`config.mk`:
```
export PLATFORM = sky130hd
export DESIGN_NAME = nibble_serial_adder
export DESIGN_NICKNAME = d
export VERILOG_FILES = /design/src/rtl/alu_pkg.sv /design/src/rtl/nibble_add4.sv /design/src/rtl/nibble_serial_adder.sv
export SDC_FILE = /design/constraint.sdc
export NUM_CORES = 1
export LEC_CHECK = 0
export CORE_MARGIN = 2
export CORE_UTILIZATION = 30
export DETAILED_ROUTE_END_ITERATION = 8
export DONT_BUFFER_PORTS = 1
export PLACE_DENSITY = 0.48
export SLEW_MARGIN = 5
export SYNTH_ARGS = -nofsm -noshare
export SYNTH_HDL_FRONTEND = slang
export SYNTH_HIERARCHICAL = 1
export SYNTH_SLANG_ARGS = --single-unit
```
`constraint.sdc`:
```
create_clock -name clk -period 3.75 [get_ports clk]
set_input_delay 0.375 -clock clk [delete_from_list [all_inputs] [get_ports clk]]
set_output_delay 0.375 -clock clk [all_outputs]
set_load 0.1 [all_outputs]
```
`src/rtl/alu_pkg.sv`:
```
// Shared definitions for the nibble-serial add/subtract datapath.
package alu_pkg;

  localparam int NIBBLE_W = 4;
  localparam int DATA_W   = 16;

  typedef enum logic [1:0] {
    IDLE = 2'd0,
    RUN  = 2'd1,
    DONE = 2'd2
  } adder_state_t;

endpackage

```
`src/rtl/nibble_add4.sv`:
```
// 4-bit carry-select adder slice: the low pair ripples from cin while the
// high pair is precomputed for both carry-in values and picked by the low
// pair's carry.
module nibble_add4
  import alu_pkg::*;
(
  input  logic [NIBBLE_W-1:0] a,
  input  logic [NIBBLE_W-1:0] b,
  input  logic                cin,
  output logic [NIBBLE_W-1:0] sum,
  output logic                cout
);

  logic [2:0] lo;
  logic [2:0] hi_c0;
  logic [2:0] hi_c1;
  logic [2:0] hi_sel;

  // Low half ripples; high half is evaluated for both carries in parallel.
  always_comb begin
    lo     = {1'b0, a[1:0]} + {1'b0, b[1:0]} + {2'b00, cin};
    hi_c0  = {1'b0, a[3:2]} + {1'b0, b[3:2]};
    hi_c1  = {1'b0, a[3:2]} + {1'b0, b[3:2]} + 3'd1;
    hi_sel = lo[2] ? hi_c1 : hi_c0;
    sum    = {hi_sel[1:0], lo[1:0]};
    cout   = hi_sel[2];
  end

endmodule

```
`src/rtl/nibble_serial_adder.sv`:
```
// Multi-cycle WIDTH-bit add/subtract unit that pushes one nibble per cycle
// through a single 4-bit slice, LSB nibble first.
// Optional zero flag output: define NIBBLE_SERIAL_ADDER_ZERO_FLAG_EN.
// WIDTH must be a multiple of 4 and at least 8.
module nibble_serial_adder
  import alu_pkg::*;
#(
  parameter int WIDTH = DATA_W
) (
  input  logic             clk,
  input  logic             rst,
  input  logic             start,
  input  logic             sub,
  input  logic             cin,
  input  logic [WIDTH-1:0] a,
  input  logic [WIDTH-1:0] b,
  output logic             busy,
  output logic             done,
  output logic [WIDTH-1:0] sum,
  output logic             cout,
  output logic             overflow
`ifdef NIBBLE_SERIAL_ADDER_ZERO_FLAG_EN
  ,
  output logic             zero
`endif
);

  localparam int NIBBLES = WIDTH / NIBBLE_W;
  localparam int IDX_W   = (NIBBLES > 1) ? $clog2(NIBBLES) : 1;
  localparam logic [IDX_W-1:0] LAST_IDX = IDX_W'(NIBBLES - 1);

  adder_state_t state_q, state_d;

  logic [WIDTH-1:0] a_q, a_d;
  logic [WIDTH-1:0] b_q, b_d;
  logic             carry_q, carry_d;
  logic [IDX_W-1:0] idx_q, idx_d;
  logic [WIDTH-1:0] sum_q, sum_d;
  logic             cout_q, cout_d;
  logic             ovf_q, ovf_d;
`ifdef NIBBLE_SERIAL_ADDER_ZERO_FLAG_EN
  logic             zacc_q, zacc_d;
  logic             zero_q, zero_d;
`endif

  logic [NIBBLE_W-1:0] slice_a;
  logic [NIBBLE_W-1:0] slice_b;
  logic [NIBBLE_W-1:0] slice_sum;
  logic                slice_cout;

  // Operand nibble select for the current index.
  always_comb begin
    slice_a = '0;
    slice_b = '0;
    for (int n = 0; n < NIBBLES; n++) begin
      if (idx_q == IDX_W'(n)) begin
        slice_a = a_q[n*NIBBLE_W +: NIBBLE_W];
        slice_b = b_q[n*NIBBLE_W +: NIBBLE_W];
      end
    end
  end

  nibble_add4 u_slice (
    .a    (slice_a),
    .b    (slice_b),
    .cin  (carry_q),
    .sum  (slice_sum),
    .cout (slice_cout)
  );

  // Next-state, operand capture and result assembly.
  always_comb begin
    state_d = state_q;
    a_d     = a_q;
    b_d     = b_q;
    carry_d = carry_q;
    idx_d   = idx_q;
    sum_d   = sum_q;
    cout_d  = cout_q;
    ovf_d   = ovf_q;
`ifdef NIBBLE_SERIAL_ADDER_ZERO_FLAG_EN
    zacc_d  = zacc_q;
    zero_d  = zero_q;
`endif

    case (state_q)
      IDLE, DONE: begin
        if (start) begin
          // Subtraction is a + ~b + 1, so invert here and force the carry.
          state_d = RUN;
          a_d     = a;
          b_d     = sub ? ~b : b;
          carry_d = sub ? 1'b1 : cin;
          idx_d   = '0;
          sum_d   = '0;
          cout_d  = 1'b0;
          ovf_d   = 1'b0;
`ifdef NIBBLE_SERIAL_ADDER_ZERO_FLAG_EN
          zacc_d  = 1'b1;
          zero_d  = 1'b0;
`endif
        end else begin
          state_d = IDLE;
        end
      end

      RUN: begin
        for (int n = 0; n < NIBBLES; n++) begin
          if (idx_q == IDX_W'(n)) begin
            sum_d[n*NIBBLE_W +: NIBBLE_W] = slice_sum;
          end
        end
        carry_d = slice_cout;
        idx_d   = idx_q + IDX_W'(1);
`ifdef NIBBLE_SERIAL_ADDER_ZERO_FLAG_EN
        // Running all-zero accumulator avoids a full-width compare at the end.
        zacc_d  = zacc_q & ~(|slice_sum);
`endif
        if (idx_q == LAST_IDX) begin
          // slice_sum[3] is the result MSB on the final nibble.
          state_d = DONE;
          idx_d   = '0;
          cout_d  = slice_cout;
          ovf_d   = (a_q[WIDTH-1] == b_q[WIDTH-1]) &&
                    (slice_sum[NIBBLE_W-1] != a_q[WIDTH-1]);
`ifdef NIBBLE_SERIAL_ADDER_ZERO_FLAG_EN
          zero_d  = zacc_d;
`endif
        end
      end

      default: state_d = IDLE;
    endcase
  end

  // State and datapath registers with synchronous reset.
  always_ff @(posedge clk) begin
    if (rst) begin
      state_q <= IDLE;
      a_q     <= '0;
      b_q     <= '0;
      carry_q <= 1'b0;
      idx_q   <= '0;
      sum_q   <= '0;
      cout_q  <= 1'b0;
      ovf_q   <= 1'b0;
`ifdef NIBBLE_SERIAL_ADDER_ZERO_FLAG_EN
      zacc_q  <= 1'b0;
      zero_q  <= 1'b0;
`endif
    end else begin
      state_q <= state_d;
      a_q     <= a_d;
      b_q     <= b_d;
      carry_q <= carry_d;
      idx_q   <= idx_d;
      sum_q   <= sum_d;
      cout_q  <= cout_d;
      ovf_q   <= ovf_d;
`ifdef NIBBLE_SERIAL_ADDER_ZERO_FLAG_EN
      zacc_q  <= zacc_d;
      zero_q  <= zero_d;
`endif
    end
  end

  assign busy     = (state_q == RUN);
  assign done     = (state_q == DONE);
  assign sum      = sum_q;
  assign cout     = cout_q;
  assign overflow = ovf_q;
`ifdef NIBBLE_SERIAL_ADDER_ZERO_FLAG_EN
  assign zero     = zero_q;
`endif

endmodule

```
==> results of run 1 <==
[power groups by stage]
stage	Clock (mW)	Combinational (mW)	Sequential, mW
6_report	0.322	0.204	0.671
5_1_grt	0.352	0.231	0.676
4_1_cts	0.335	0.205	0.672
3_5_place_dp	0	0.205	0.686
3_3_place_gp	0	0.202	0.685
2_1_floorplan	0	0.196	0.675
[layout by cell type, fill, tap and decap left out]
master and count:
sky130_fd_sc_hd__fa_1 3, sky130_fd_sc_hd__nor4b_1 1, sky130_fd_sc_hd__dfxtp_1 55, sky130_fd_sc_hd__xor2_1 5, sky130_fd_sc_hd__clkbuf_1 2, sky130_fd_sc_hd__clkinv_2 1
sky130_fd_sc_hd__a211oi_1 10, sky130_fd_sc_hd__a31oi_1 2, sky130_fd_sc_hd__a22o_1 8, sky130_fd_sc_hd__nand3b_1 5, sky130_fd_sc_hd__nor2b_1 1, sky130_fd_sc_hd__o21ai_0 10
sky130_fd_sc_hd__clkbuf_8 5, sky130_fd_sc_hd__a21oi_1 51, sky130_fd_sc_hd__a311oi_1 1, sky130_fd_sc_hd__ha_1 6, sky130_fd_sc_hd__buf_4 2, sky130_fd_sc_hd__inv_1 16
sky130_fd_sc_hd__xnor2_1 13, sky130_fd_sc_hd__mux2_4 1, sky130_fd_sc_hd__nand3_2 1, sky130_fd_sc_hd__a211oi_2 6, sky130_fd_sc_hd__nand2_1 49, sky130_fd_sc_hd__nor2_1 19
sky130_fd_sc_hd__nand3_1 30, sky130_fd_sc_hd__nand2b_4 2, sky130_fd_sc_hd__nor2b_2 2, sky130_fd_sc_hd__and3b_1 1
[area by class of cell]
class                           count  share of cell area
Multi-Input combinational cell    227               0.497
Clock buffer                        7              0.0276
Sequential cell                    55               0.398
Inverter                           16              0.0217
Clock inverter                      1             0.00181
Timing Repair Buffer                2             0.00542
Tap cell                          108              0.0488
[flip-flops by register name, indices dropped and copies added, names as in the netlist]
register / cells
b_q: 16
carry_q: 1
a_q: 16
cout: 1
overflow: 1
idx_q: 2
state_q: 2
sum: 16
[cells by family (layout without fill, tap and decap cells)]
group           Yosys count  in the layout  share of synthesized area
simple gates            111            111                      0.189
buf+inv                  44             26                     0.0972
xor+xnor                 18             18                     0.0575
compound gates           88             88                      0.199
mux                       1              1                    0.00548
flops                    55             55                      0.402
fa+ha+maj                 9              9                     0.0493
[worst min path at each step]
stage               endpoint  cells past startpoint
floorplan            a_q[10]                      2
CTS                  b_q[10]                      1
detailed placement    a_q[8]                      2
global placement      a_q[9]                      2
global route          b_q[8]                      1
finish               sum[15]                      1
[metal layers]
layer,wire length [um],part of all wire,GRT usage,up-vias
met1,3030,0.48,0.168,917
met4,60,0.0095,0.0348,0
met5,0,0,0,-
met3,334,0.053,0.0351,7
met2,2900,0.46,0.204,47
li1,-,-,-,1061
==> results, run 1 <==
- The layout has 993 filler cells.
- The cell type group with the largest total delay on the critical path is adder cells.
- The detailed router finished its first iteration with 81 violations.
- Wires add up to 6330 um.
- The shortest period the worst path allows is 3.29 ns.
- The count of placed standard cells including taps is 408.
- The number of cells on the worst reg-to-reg path is 10.
- The vertical die dimension is 99.6 um.
- After synthesis the cells add up to 0.00274 sq mm.
- Counting buffers and inverters, the worst setup path is 10 cells deep.
- The total buffers and inverters traversed by the critical path is 1.
- Counting every net in the synthesized netlist gives 372.
- The global-route usage over all layers is 0.127.
- The slowest stage of the critical path belongs to the cell sky130_fd_sc_hd__ha_1.
- Counting along the longest clock path gives a buffer depth of 2.
- The most common cell in the synthesized netlist is sky130_fd_sc_hd__dfxtp_1.
- The root buffer cell chosen for the clock tree is sky130_fd_sc_hd__clkbuf_8.
- The internal power of the cells totals 0.828 mW.
- During synthesis, Yosys emitted a total of 6 warnings.
- Summing over every cut layer, the via total after detailed routing is 2032.
- The clock latency of the later-clocked register in the worst-skew pair is 0.31 ns.
- In this run the static leakage power is 0.949 nW.
- The achievable clock frequency is 0.304 GHz.
- At the worst endpoint, the required time is 3.97 ns.
- The most critical setup path has its startpoint at idx_q[0].
- The largest vdd supply drop is 0.154 mV.
- The placed instances occupy a cell area of 0.00269 sq mm.
- The count of instances resized after the clock tree is built is 0.
- For this run, the post-layout net count is 353.
- The die covers 0.00992 sq mm.
- The measured slew at the worst slew-check pin is 1.08 ns.
- After floorplanning, the core was divided into 34 placement rows.
- For this design, the CTS-stage hold fixing added 0 buffers.
- The number of I/O port buffers is 0.
- The largest stage delay on the critical path is 0.63 ns.
- The count of non-filler cells in the finished layout is 416.
- The number of global-route vias before repair was 1984.
- After synthesis the netlist holds a flip-flop and latch count of 55.
- The most repeated library cell on the critical path is sky130_fd_sc_hd__ha_1.
- The commonest cells after synthesis are sky130_fd_sc_hd__dfxtp_1, sky130_fd_sc_hd__a21oi_1, sky130_fd_sc_hd__nand2_1, sky130_fd_sc_hd__nand3_1, sky130_fd_sc_hd__nor2_1.
- The summed area of non-filler cells in the final layout is 0.00277 sq mm.
- The most used flip-flop cell after synthesis is sky130_fd_sc_hd__dfxtp_1.
- Dividing the detail-routed wire length by the instance count gives 15.2 um.
- The post-placement worst setup slack is 0.472 ns.
- In this run the critical register-to-register path is launched from idx_q[0].
- The tool flagged a number of max-cap violations equal to 0.
- Counting every instance in the synthesized netlist gives 326.
- The ratio of cells with drive above 1 in the final layout is 0.0649.
- The proportion of total power due to net switching is 0.308.
- The nature of the critical path startpoint is a flip-flop.
- The power density over the cells is 432 mW/mm^2.
- The flow ran to the end, and the final reports show no timing, DRC or antenna violations.
- The combinational group share of total power is 0.170.
- The final count of hold timing violations is 0.
- The number of distinct library cells after synthesis is 29.
- sky130_fd_sc_hd__dfxtp_1 takes more of the synthesized area than any other cell.
- The initial antenna violation count came to 0.
- The number of pins exceeding their max-slew limit in the final report was 0.
- The initial core utilization is 0.311.
- The area of the placeable core is 0.00881 sq mm.
- The final total negative setup slack is 0 ns.
- The setup check on the worst reg-to-reg path leaves a slack of 0.46 ns.
- The critical setup path kind is flip-flop to flip-flop.
- The iteration count of the initial detailed-routing pass is 4.
- The tightest hold margin is 0.128 ns.
- The floorplan step set the die width to 99.6 um.
- The number of remaining DRC errors is 0.
- The CTS tree is built.
- The sequential cell area fraction in the yosys report is 0.402.
- The area taken by multi-input logic gates is 0.00138 sq mm.
- In this run the number of H-tree levels came out at 2.
- Once the clock tree was built, the setup fixing pass inserted 0 buffers.
- The peak fanout along the critical path is 21.
- The count of antenna diodes in the layout is 0.
- The share of the synthesized area in the top cell type is 0.402.
- The tree built by TritonCTS fans out to 55 sinks.
- The mean instance size in the synthesized netlist is 8.41 sq um.
- The area overhead of the layout relative to synthesis is 1.00%.
- The worst hold path begins at rst.
- The share of total power dissipated in sequential elements is 0.561.
- The maximum number of pins on one net before global-route repair is 56.
- Of the total power, the clock network draws 0.269.
- Once routing completed, OpenROAD measured the worst setup slack at 0.459 ns.
- The analysis attributes to net switching a power of 0.369 mW.
- The area taken by flip-flops and latches is 0.00110 sq mm.
- In this run the tightest slew margin relative to its limit is 0.280.
- After synthesis, the share of flip-flops with an asynchronous set or reset is 0.
- Clock tree synthesis inserted a total of 5 buffers.
- The global-route wire length before repair is 10000 um.
- Yosys mapped a number of flops with a built-in enable equal to 0.
- The share of the core filled with cells is 0.314.
- Pin placement for this block handled 57 I/O pins.
- The most critical setup path has its endpoint at overflow.
- STA classifies the critical path endpoint as a flip-flop.
- After detailed routing, the number of vias per cell comes to 4.88.
- In this run the critical register-to-register path is captured at overflow.
- The signal arrival time at the worst endpoint is 3.51 ns.
- The worst hold path belongs to the class input pin to flip-flop.
- The detail route stage leaves a number of antenna-violating nets equal to 0.
- The worst clock skew on the final layout is 0.00471 ns.
- Traced cell by cell, the critical path runs through inv_1 -> ha_1 -> a21oi_1 -> a22o_1 -> ha_1 -> fa_1 -> ha_1 -> mux2_4 -> nand3b_1 -> a311oi_1.
- Setup violations remaining at the end of the flow were counted as 0.
- Clock-pin slew was measured on the worst setup and hold paths at 0.10 ns.
- Total power for the finished layout comes to 1.20 mW.
- Routability-driven placement finished with a final weighted congestion of 0.720.
- The final global-route overflow total is 0.
- After legalization and detailed placement, the total HPWL measured 4460 um.
- Yosys attributes the largest share of cell area to sky130_fd_sc_hd__dfxtp_1, sky130_fd_sc_hd__a21oi_1, sky130_fd_sc_hd__nand2_1.
- In the finished design, the share of the clock period the worst path needs comes to 0.877.
- Setup repair after global routing left no endpoint under its margin.
Note: power is estimated with default switching activity, not from simulation.
==> inputs of run 2 (changes only) <==
==> constraint.sdc (replaced) <==
create_clock -name clk -period 3.75 [get_ports clk]
set_input_delay 0.5625 -clock clk [delete_from_list [all_inputs] [get_ports clk]]
set_output_delay 0.5625 -clock clk [all_outputs]
set_load 0.1 [all_outputs]
==> run 2 against run 1 <==
Against the previous run:
- sequential share of layout area decreased by 0.78 points
- power increased by 12%
- sequential power about the same
- critical path depth unchanged
- wire length decreased by 1.0%
- utilization increased by 0.63 points
- non-clock buffer count unchanged
- setup slack improved by 0.031 ns
- critical path type unchanged
- register-to-register slack improved by 0.03 ns
- design area increased by 2.0%
- die area unchanged
- clock skew increased by 0.0039 ns
==> results, run 2 (synthesis gave the netlist of run 1 again) <==
- The achievable clock frequency is 0.307 GHz.
- The clock slew at the register clock pins of the worst setup and hold paths is 0.10 ns.
- VDD sags by at most 0.177 mV.
- The worst register-to-register path begins at idx_q[0].
- The number of clock buffers added by TritonCTS is 5.
- From synthesis to final layout, the design area changed by 3.01%.
- For the finished layout, the period the worst path requires is 3.26 ns.
- The initial core utilization is 0.311.
- Hold is met by 0.312 ns.
- In this run the static leakage power is 0.972 nW.
- The width of the die is 99.6 um.
- TritonCTS built the clock tree.
- For this run, the detailed router's first-pass iteration total came to 4.
- For the final database, setup skew stands at 0.00858 ns.
- Port buffering added 0 buffers.
- Leaving out fill and tap cells, the most frequent cell in the layout is sky130_fd_sc_hd__dfxtp_1.
- The number of cells on the worst reg-to-reg path is 10.
- The startpoint identified for the worst hold timing path is rst.
- The die covers 0.00992 sq mm.
- After clock tree synthesis, the flow added hold-fix buffers numbering 0.
- Summed over all layers, the routed wires come to 6260 um.
- The worst-case register-to-register setup slack is 0.49 ns.
- For the worst-skew pair, the clock arrives at the later sink with an insertion delay of 0.32 ns.
- At the end of routability-driven placement, the weighted congestion stood at 0.757.
- The post-detailed-route via-to-cell ratio is 4.87.
- The initial antenna violation count is 0.
- The library cell used as clock root buffer is sky130_fd_sc_hd__clkbuf_8.
- The detailed router's first-iteration violation count is 79.
- The floorplan has 34 rows.
- The post-detailed-route wirelength per cell is 15.1 um.
- The endpoint identified for the worst register-to-register timing path is overflow.
- The global-route usage over all layers is 0.123.
- The count of instances resized after the clock tree is built is 0.
- The number of global-route vias before repair came to 1854.
- The share of the core filled with cells is 0.321.
- The setup-violating endpoint count in the final report is 0.
- The number of antenna diodes in the final layout is 0.
- The run finished with clean final reports.
- Counting instances, the worst hold path has a depth of 1.
- Summing all non-filler instances in the final layout gives an area of 0.00282 sq mm.
- The critical path endpoint category is a flip-flop.
- The peak fanout along the critical path is 21.
- From bottom edge to top edge, the die measures 99.6 um.
- After detailed routing, no signal wire sits above met4.
- Counting the fill cells in the layout gives 943.
- In the layout the commonest cells are sky130_fd_sc_hd__dfxtp_1, sky130_fd_sc_hd__a21oi_1, sky130_fd_sc_hd__nand2_1.
- Once placement finished, the instance area stood at 0.00269 sq mm.
- The routed design uses 350 um of met3 wire.
- 57 I/O pins were placed.
- The global-route wire length before repair is 9700 um.
- The met2 wire length is 2790 um.
- Setup repair after global routing left no endpoint under its margin.
- The worst hold path class is input pin to flip-flop.
- The nature of the critical path startpoint is a flip-flop.
- For the pin with the worst max-slew slack, the measured transition is 1.13 ns.
- The met1 wire length is 3060 um.
- The layout net count is 353.
- The critical path data required time is 3.98 ns.
- The maximum number of pins on one net before global-route repair is 56.
- No sink is reached through more buffers than the 2 on the longest clock path.
- The number of max-cap violations is 0.
- For hold timing, the worst endpoint is state_q[0].
- Data on the critical path arrives at its endpoint at 3.49 ns.
- The number of remaining DRC errors is 0.
- The number of pins exceeding their max-slew limit in the final report came to 0.
- The critical path is of the flip-flop to flip-flop type.
- The relative slew slack is 0.248.
- The count of H-tree levels built during CTS is 2.
- After global routing the overflow that remains totals 0.
- The power density over the cells is 476 mW/mm^2.
- The final count of hold timing violations is 0.
- Once detail routing completed, the nets flagged for antenna violations numbered 0.
- The tree built by TritonCTS fans out to 55 sinks.
- Of the available clock period, the critical path in the final layout requires 0.869.
- After legalization and detailed placement, the total HPWL measured 4400 um.
- In the final timing run, aggregate negative setup slack is 0 ns.
- The ratio of cells with drive above 1 in the final layout is 0.0714.
- The overall via count from detail_route is 2026.
- In this run the standard cell core region covers 0.00881 sq mm.
- The buffer count from post-CTS setup fixing is 0.
[run 2: cell count changes in the layout (fill, tap and decap cells not counted)]
cell,previous run,this run
sky130_fd_sc_hd__clkinvlp_4,0,1
sky130_fd_sc_hd__bufinv_16,0,2
sky130_fd_sc_hd__clkbuf_1,2,0
sky130_fd_sc_hd__clkinv_2,1,0
[run 2: area by class of cell]
class	instances	area [sq um]	area share
clock inverters	3	67.6	0.0239
repair buffers	2	15.0	0.00532
clock buffers	5	68.8	0.0244
flip-flops and latches	55	1100	0.390
inverters	16	60.1	0.0213
multi-input cells	227	1380	0.487
well taps	108	135	0.0479
[run 2: where the power goes]
group | leakage, nW | switching [mW] | internal, mW
Clock | 0.0644 | 0.203 | 0.266
Sequential | 0.450 | 0.0541 | 0.617
Combinational | 0.457 | 0.125 | 0.0785
[run 2: per-stage QoR]
stage | worst slack [ns] | total power, mW | cells
4_1_cts | 0.494 | 1.36 | 416
2_1_floorplan | 0.854 | 0.871 | 326
3_5_place_dp | 0.499 | 0.891 | 408
3_3_place_gp | 0.644 | 0.888 | 408
6_report | 0.490 | 1.34 | 416
5_1_grt | 0.276 | 1.41 | 416
[run 2: critical path, stage by stage, from the launching register on]
cell and delay (ns):
sky130_fd_sc_hd__dfxtp_1 0.36, sky130_fd_sc_hd__inv_1 0.09, sky130_fd_sc_hd__ha_1 0.64, sky130_fd_sc_hd__a21oi_1 0.16, sky130_fd_sc_hd__a22o_1 0.23, sky130_fd_sc_hd__ha_1 0.21, sky130_fd_sc_hd__fa_1 0.46, sky130_fd_sc_hd__ha_1 0.30
sky130_fd_sc_hd__mux2_4 0.30, sky130_fd_sc_hd__nand3b_1 0.16, sky130_fd_sc_hd__a311oi_1 0.26
[run 2: per-layer routing]
layer  track usage  vias up
met5             0        -
met4        0.0348        0
met3        0.0387        7
met2         0.191       53
met1         0.165      902
li1              -     1064
[run 2: how the worst max path moves through the flow]
stage,startpoint,end,slack (ns),cells after the start
detailed placement,idx_q[0],overflow,0.50,10
global placement,idx_q[0],overflow,0.64,11
global route,idx_q[0],overflow,0.28,10
CTS,idx_q[0],overflow,0.49,10
floorplan,idx_q[0],overflow,0.85,12
finish,idx_q[0],overflow,0.49,10
